## config.mk

```make
export PLATFORM = sky130hd
export DESIGN_NAME = serial_adder_ctrl
export DESIGN_NICKNAME = d
export VERILOG_FILES = /design/src/rtl/serial_adder_ctrl.sv
export SDC_FILE = /design/constraint.sdc
export NUM_CORES = 1
export LEC_CHECK = 0
export ABC_AREA = 1
export CORE_UTILIZATION = 54
export CTS_BUF_LIST = sky130_fd_sc_hd__clkbuf_4 sky130_fd_sc_hd__clkbuf_8
export DETAILED_ROUTE_END_ITERATION = 10
export PLACE_DENSITY = 0.81
export SLEW_MARGIN = 20
export SYNTH_ARGS = -nofsm -noshare
export SYNTH_HDL_FRONTEND = slang
export SYNTH_SLANG_ARGS = --single-unit
```

## constraint.sdc

```tcl
create_clock -name clock -period 1.68 [get_ports clock]
set_clock_uncertainty 0.2 [all_clocks]
set_input_delay 0.168 -clock clock [delete_from_list [all_inputs] [get_ports clock]]
set_output_delay 0.168 -clock clock [all_outputs]
set_load 0.01 [all_outputs]
```

## src/rtl/serial_adder_ctrl.sv

```systemverilog
// Bit-serial N-bit adder: one full_adder reused over N clock cycles,
// start/busy/done handshake, registered result held between operations.

module full_adder (
  input  logic a_i,
  input  logic b_i,
  input  logic c_i,
  output logic s_o,
  output logic c_o
);

  assign s_o = a_i ^ b_i ^ c_i;
  assign c_o = (a_i & b_i) | (c_i & (a_i ^ b_i));

endmodule

module serial_adder_ctrl #(
  parameter  int N  = 8,
  localparam int CW = $clog2(N)
) (
  input  logic         clock,
  input  logic         reset_,
  input  logic         start,
  input  logic [N-1:0] x,
  input  logic [N-1:0] y,
  input  logic         c_in,
  output logic         busy,
  output logic         done,
  output logic [N-1:0] s,
  output logic         c_out
);

  typedef enum logic [1:0] {
    ST_IDLE  = 2'd0,
    ST_SHIFT = 2'd1,
    ST_DONE  = 2'd2
  } state_t;

  state_t          state_q, state_d;
  logic [N-1:0]    x_q, x_d;
  logic [N-1:0]    y_q, y_d;
  // Only the upper N-1 bits of the sum shifter are kept: bit 0 of a full
  // N-bit shifter would be shifted out on the final edge and never read.
  logic [N-2:0]    sr_q, sr_d;
  logic            c_q, c_d;
  logic [CW-1:0]   cnt_q, cnt_d;
  logic [N-1:0]    s_q, s_d;
  logic            cout_q, cout_d;

  logic            fa_sum;
  logic            fa_carry;

  full_adder u_fa (
    .a_i (x_q[0]),
    .b_i (y_q[0]),
    .c_i (c_q),
    .s_o (fa_sum),
    .c_o (fa_carry)
  );

  // State and datapath registers, cleared asynchronously on reset
  always_ff @(posedge clock or negedge reset_) begin
    if (!reset_) begin
      state_q <= ST_IDLE;
      x_q     <= '0;
      y_q     <= '0;
      sr_q    <= '0;
      c_q     <= 1'b0;
      cnt_q   <= '0;
      s_q     <= '0;
      cout_q  <= 1'b0;
    end else begin
      state_q <= state_d;
      x_q     <= x_d;
      y_q     <= y_d;
      sr_q    <= sr_d;
      c_q     <= c_d;
      cnt_q   <= cnt_d;
      s_q     <= s_d;
      cout_q  <= cout_d;
    end
  end

  // Next-state and shift-and-add sequencing
  always_comb begin
    state_d = state_q;
    x_d     = x_q;
    y_d     = y_q;
    sr_d    = sr_q;
    c_d     = c_q;
    cnt_d   = cnt_q;
    s_d     = s_q;
    cout_d  = cout_q;
    unique case (state_q)
      ST_IDLE: begin
        if (start) begin
          x_d     = x;
          y_d     = y;
          c_d     = c_in;
          cnt_d   = CW'(N - 1);
          state_d = ST_SHIFT;
        end
      end
      ST_SHIFT: begin
        sr_d = (N-1)'({fa_sum, sr_q} >> 1);
        x_d  = x_q >> 1;
        y_d  = y_q >> 1;
        c_d  = fa_carry;
        if (cnt_q == '0) begin
          s_d     = {fa_sum, sr_q};
          cout_d  = fa_carry;
          state_d = ST_DONE;
        end else begin
          cnt_d = cnt_q - CW'(1);
        end
      end
      ST_DONE: begin
        state_d = ST_IDLE;
      end
      default: begin
        state_d = ST_IDLE;
      end
    endcase
  end

  assign busy  = (state_q == ST_SHIFT);
  assign done  = (state_q == ST_DONE);
  assign s     = s_q;
  assign c_out = cout_q;

endmodule
```

Yosys cells after proc, flatten, opt, wreduce, memory -nomap -nowiden

Index checks and enable logic that the tools add are counted.

Register bits after elaboration: 38
Latch bits: 0
Memory bits (writable): 0
Bits in read-only memories: 0
Input bits: 20
Output and inout port bits: 11
Memories kept: 0

$add $sub $neg: 1
Multipliers: 0
Div/mod/pow operators: 0
Order comparisons: 0
Equal/unequal tests: 5
Shift operators: 0
Mux-type cells: 12
Bitwise operators: 5
Reductions and logical operators: 7

Operator list:

| cell                                                                | count |
|---|---|
| 8-bit case mux with 2 select lines                                  | 2 |
| 8-bit 2-to-1 mux                                                    | 2 |
| 3-bit 2-to-1 mux                                                    | 2 |
| 3-bit case mux with 2 select lines                                  | 1 |
| 2-bit AND reduction                                                 | 3 |
| 2-bit 2-to-1 mux                                                    | 2 |
| 2-bit != test (second input constant)                               | 2 |
| 2-bit case mux with 2 select lines                                  | 1 |
| 3-bit logical NOT                                                   | 1 |
| 3-bit AND reduction                                                 | 1 |
| 3-bit by 1-bit subtractor with 3-bit output (second input constant) | 1 |
| 1-bit AND                                                           | 2 |
| 2-bit by 1-bit == test with 1-bit output (second input constant)    | 1 |
| 2-bit == test (second input constant)                               | 1 |
| 2-bit logical NOT                                                   | 1 |
| 2-bit by 1-bit != test with 1-bit output (second input constant)    | 1 |
| 1-bit case mux with 2 select lines                                  | 1 |
| 2-bit nonzero test                                                  | 1 |
| 1-bit XOR                                                           | 2 |
| 1-bit 2-to-1 mux                                                    | 1 |
| 1-bit bitwise OR                                                    | 1 |

Depth between registers and ports, before layout

Depth in word-level cells: 4
Depth in mapped cells: 8

Cells and area by module

A second synthesis with hierarchy kept.

Cell total of the unflattened synthesis: 234
Area, all modules: 1,861.8 um^2

Modules (own cells, without submodules):

| module            | instances | cells an instance | area an instance (um^2) |
|---|---|---|---|
| serial_adder_ctrl | 1         | 233               | 1,841.8 |
| full_adder        | 1         | 1                 | 20.0 |

Least setup slack after synthesis

Ideal clock, no wire load.

Kind: register -> register
Start point: register cnt_q[0]
End point: register s_q[7] (netlist: s[7])
Library setup time: 0.118 ns
Arrival time: 1.139 ns
Slack: 0.224 ns
Cell stages (with the launch flop): 9
Path buffers: 1
Clock period less this slack: 1.456 ns
Path through: dfrtp_1 inv_1 ha_1 inv_1 nor2_1 nand2_4 buf_6 nand2_1 o21ai_2

Word-level cells in the longest chain between the ends: 2

RTL lines:

| what                                 | RTL line | source |
|---|---|---|
| start: declaration                   | 46       | `logic [CW-1:0] cnt_q, cnt_d;` |
| start signal: assignment             | 78       | `cnt_q <= cnt_d;` |
| 3-bit logical NOT                    | 109      | `if (cnt_q == '0) begin` |
| 2-bit AND reduction (no source line) | n/a      |  |
| end signal: assignment               | 70       | `s_q <= '0;` |
| end signal: assignment               | 79       | `s_q <= s_d;` |
| end: declaration                     | 47       | `logic [N-1:0] s_q, s_d;` |

Every way passes these cells.
A chain may end at the register's enable or synchronous reset.

Final worst setup path

Start point: register s_q[7] (netlist: s[7])
End point: output s[7]

RTL lines:

| what             | RTL line | source |
|---|---|---|
| end: declaration | 29       | `output logic [N-1:0] s,` |

No word-level cell between the ends.

==> flow_metrics.env <==
export IMPL_drtIter0Drc=79
export IMPL_die_area_mm2=0.00361
export IMPL_synth_edf_count=0
export IMPL_startpoint="s[7]$_DFFE_PN0P_"
export IMPL_synth_top_area_cell="dfrtp_1"
export IMPL_via_count=1503
export IMPL_synth_most_common_cell="nand2_1"
export IMPL_clock_latency_ps=350
export IMPL_syn_num_nets=243
export IMPL_drtAntennaViolNets=0
export IMPL_critPathBufInv=1
export IMPL_final_cell_count_no_fill=306
export IMPL_synth_cells=220
export IMPL_ys_flop_type="dfrtp_1"
export IMPL_grt_ovfl_total=0
export IMPL_antenna_found_initial=0
export IMPL_max_slew_margin=0.687
export IMPL_crit_slowest_cell="clkdlybuf4s50_1"
export IMPL_synth_async_reset_ratio=1.00
export IMPL_ios=31
export IMPL_status="complete, no violations"
export IMPL_maxCapViolations=0
export IMPL_portBuffers=30
export IMPL_ir_drop_uv=1020
export IMPL_setup_violations=0
export IMPL_utilization=0.734
export IMPL_ys_warn_count=0
export IMPL_fin_crit_ps=1630
export IMPL_grt_pass1_wl_um=6170
export IMPL_cts_sink_count=38
export IMPL_diodes=0
export IMPL_route_detailed_wl_per_inst_um=11.6
export IMPL_cts_tree="yes"
export IMPL_required_ps=1310
export IMPL_clk_path_buf_depth=2
export IMPL_die_h_um=60.1
export IMPL_drive_gt1_frac=0.141
export IMPL_dp_cells=295
export IMPL_switchingPower_mw=1.72
export IMPL_dr_pass1_iters=4
export IMPL_tightest_slew_ps=470
export IMPL_syn_avg_cell_area_um2=8.28
export IMPL_clk_pin_slew_ps=120
export IMPL_yosys_top_cells_area="dfrtp_1, nand2_1, nand3_1"
export IMPL_drv_slew=0
export IMPL_setup_tns_ps=0
export IMPL_seqPwrFrac=0.352
export IMPL_period_share=0.972
export IMPL_numCtsBuffers=5
export IMPL_path_class="reg -> out"
export IMPL_ys_seq_elements=38
export IMPL_switching_share=0.392
export IMPL_core_area_mm2=0.00313
export IMPL_dieWidth_um=60.1
export IMPL_rows=20
export IMPL_startpoint_type="register"
export IMPL_crit_path_end_kind="output port"
export IMPL_cts_max_level=2
export IMPL_power_density_mw_per_mm2=1910
export IMPL_critPathMaxFanout=2
export IMPL_fin_nets=284
export IMPL_hold_path_class="in -> async"
export IMPL_p_comb_frac=0.462
export IMPL_ys_types=17
export IMPL_fillers=246
export IMPL_start_util=0.582
export IMPL_dp_hpwl_um=2440
export IMPL_gr_usage_all_layers=0.238
export IMPL_yosysTopAreaCellShare=0.522
export IMPL_grt_max_degree=39
export IMPL_crit_chain="clkdlybuf4s50_1"
export IMPL_viasPerCell=4.91
export IMPL_max_freq_ghz=0.612
export IMPL_rsz0062_at_grt="false"
export IMPL_gp_congestion=0.765
export IMPL_p_clk_frac=0.186
export IMPL_ys_seq_area_frac=0.522
export IMPL_path_delay_family="buffers and inverters"
export IMPL_power_leakage_nw=1.22
export IMPL_internal_power_mw=2.67
export IMPL_netlist_top_cells_count="nand2_1, dfrtp_1, nand3_1, inv_1, o21ai_0"
export IMPL_area_growth_pct=26.1
export IMPL_reg2reg_from="state_q[0]$_DFFE_PN0P_"
export IMPL_max_stage_delay_ps=540
export IMPL_cp_arrival_ps=1270
export IMPL_hold_viol_final=0
export IMPL_drt_total_wl_um=3550
export IMPL_cts_root_buf="clkbuf_4"
export IMPL_grt_pass1_vias=1490
export IMPL_drc=0
export IMPL_synth_area_mm2=0.00182
-- state kept, by name (all words and copies together) (netlist names) --
register / cells
y_q: 8
c_q: 1
s: 8
cnt_q: 3
x_q: 8
sr_q: 7
c_out: 1
state_q: 2
-- final timing paths --
check,endpoint,slack [ps],cells past startpoint
min in group clock,x_q[7]$_DFFE_PN0P_,170,3
hold reg to reg,s[5]$_DFFE_PN0P_,290,2
setup reg to reg,y_q[7]$_DFFE_PN0P_,80,6
max in group asynchronous,cnt_q[1]$_DFFE_PN0P_,770,3
setup / recovery,s[7],50,1
hold / removal,sr_q[2]$_DFFE_PN0N_,170,3
-- metrics by stage --
step	worst slack [ps]	total power, mW	area (um^2)	hold slack (ps)
global placement	167	3.51	2160	40.0
detailed placement	144	3.58	2160	51.7
CTS	33.4	4.43	2300	167
finish	46.7	4.40	2300	168
global route	3.88	4.78	2300	203
floorplan	224	2.98	1820	-328
-- power by group through the flow --
stage	clock (mW)	combinational [mW]	sequential [mW]
after floorplan	0	1.42	1.56
after global placement	0	1.94	1.57
after detailed placement	0	2.01	1.58
after CTS	0.827	2.05	1.55
after global routing	0.864	2.33	1.59
final	0.816	2.03	1.55
-- layer usage --
layer	wire length [um]	track usage
met1	1690	0.301
met2	1640	0.379
met3	134	0.0455
met4	76	0.136
met5	0	0
-- kinds of logic after synthesis --
kind of cell               after synthesis  share of synthesized area
AOI/OAI and AO/OA                       17                     0.0673
adders and majority gates                3                     0.0247
buffers and inverters                   27                     0.0838
DFF                                     38                      0.522
and+or+nand+nor                        135                      0.302
-- cells in the final DEF (no fill, tap or decap) --
cell             Yosys  routed
buf_2                3       2
buf_4                0      12
bufinv_16            0       2
clkbuf_4             0       5
clkbuf_8             0       1
clkdlybuf4s50_1      0      27
dfrtp_1             38      38
dlygate4sd2_1        0       1
dlygate4sd3_1        0       1
fa_1                 1       1
ha_1                 2       2
inv_1               15      15
inv_2                2       1
inv_4                1       2
nand2_1            110     110
nand2_2              2       2
nand2_4              1       1
nand3_1             19      19
nor2_1               2       2
nor2_4               1       1
o21ai_0              9       9
o21ai_2              7       7
o21ai_4              1       1
-- repair_timing --
| item | in CTS | in global routing |
|---|---|---|
| hold buffers | 1 | 0 |
| resized for setup | 6 | 0 |
| endpoints found under the setup margin | 2 | 0 |
| buffers inserted | 2 | 0 |
| endpoints found under the hold margin | 38 | 0 |
-- final cells by class --
type                       count  area (um^2)  area share
sequential                    38          951       0.414
multi-input combinational    155          718       0.313
clock buffer                   6         51.3      0.0223
timing repair buffer          43          389       0.169
tap                           44         55.1      0.0240
inverter                      18         72.6      0.0316
clock inverter                 2         60.1      0.0261
No activity file was read; power rests on OpenSTA's default activity.
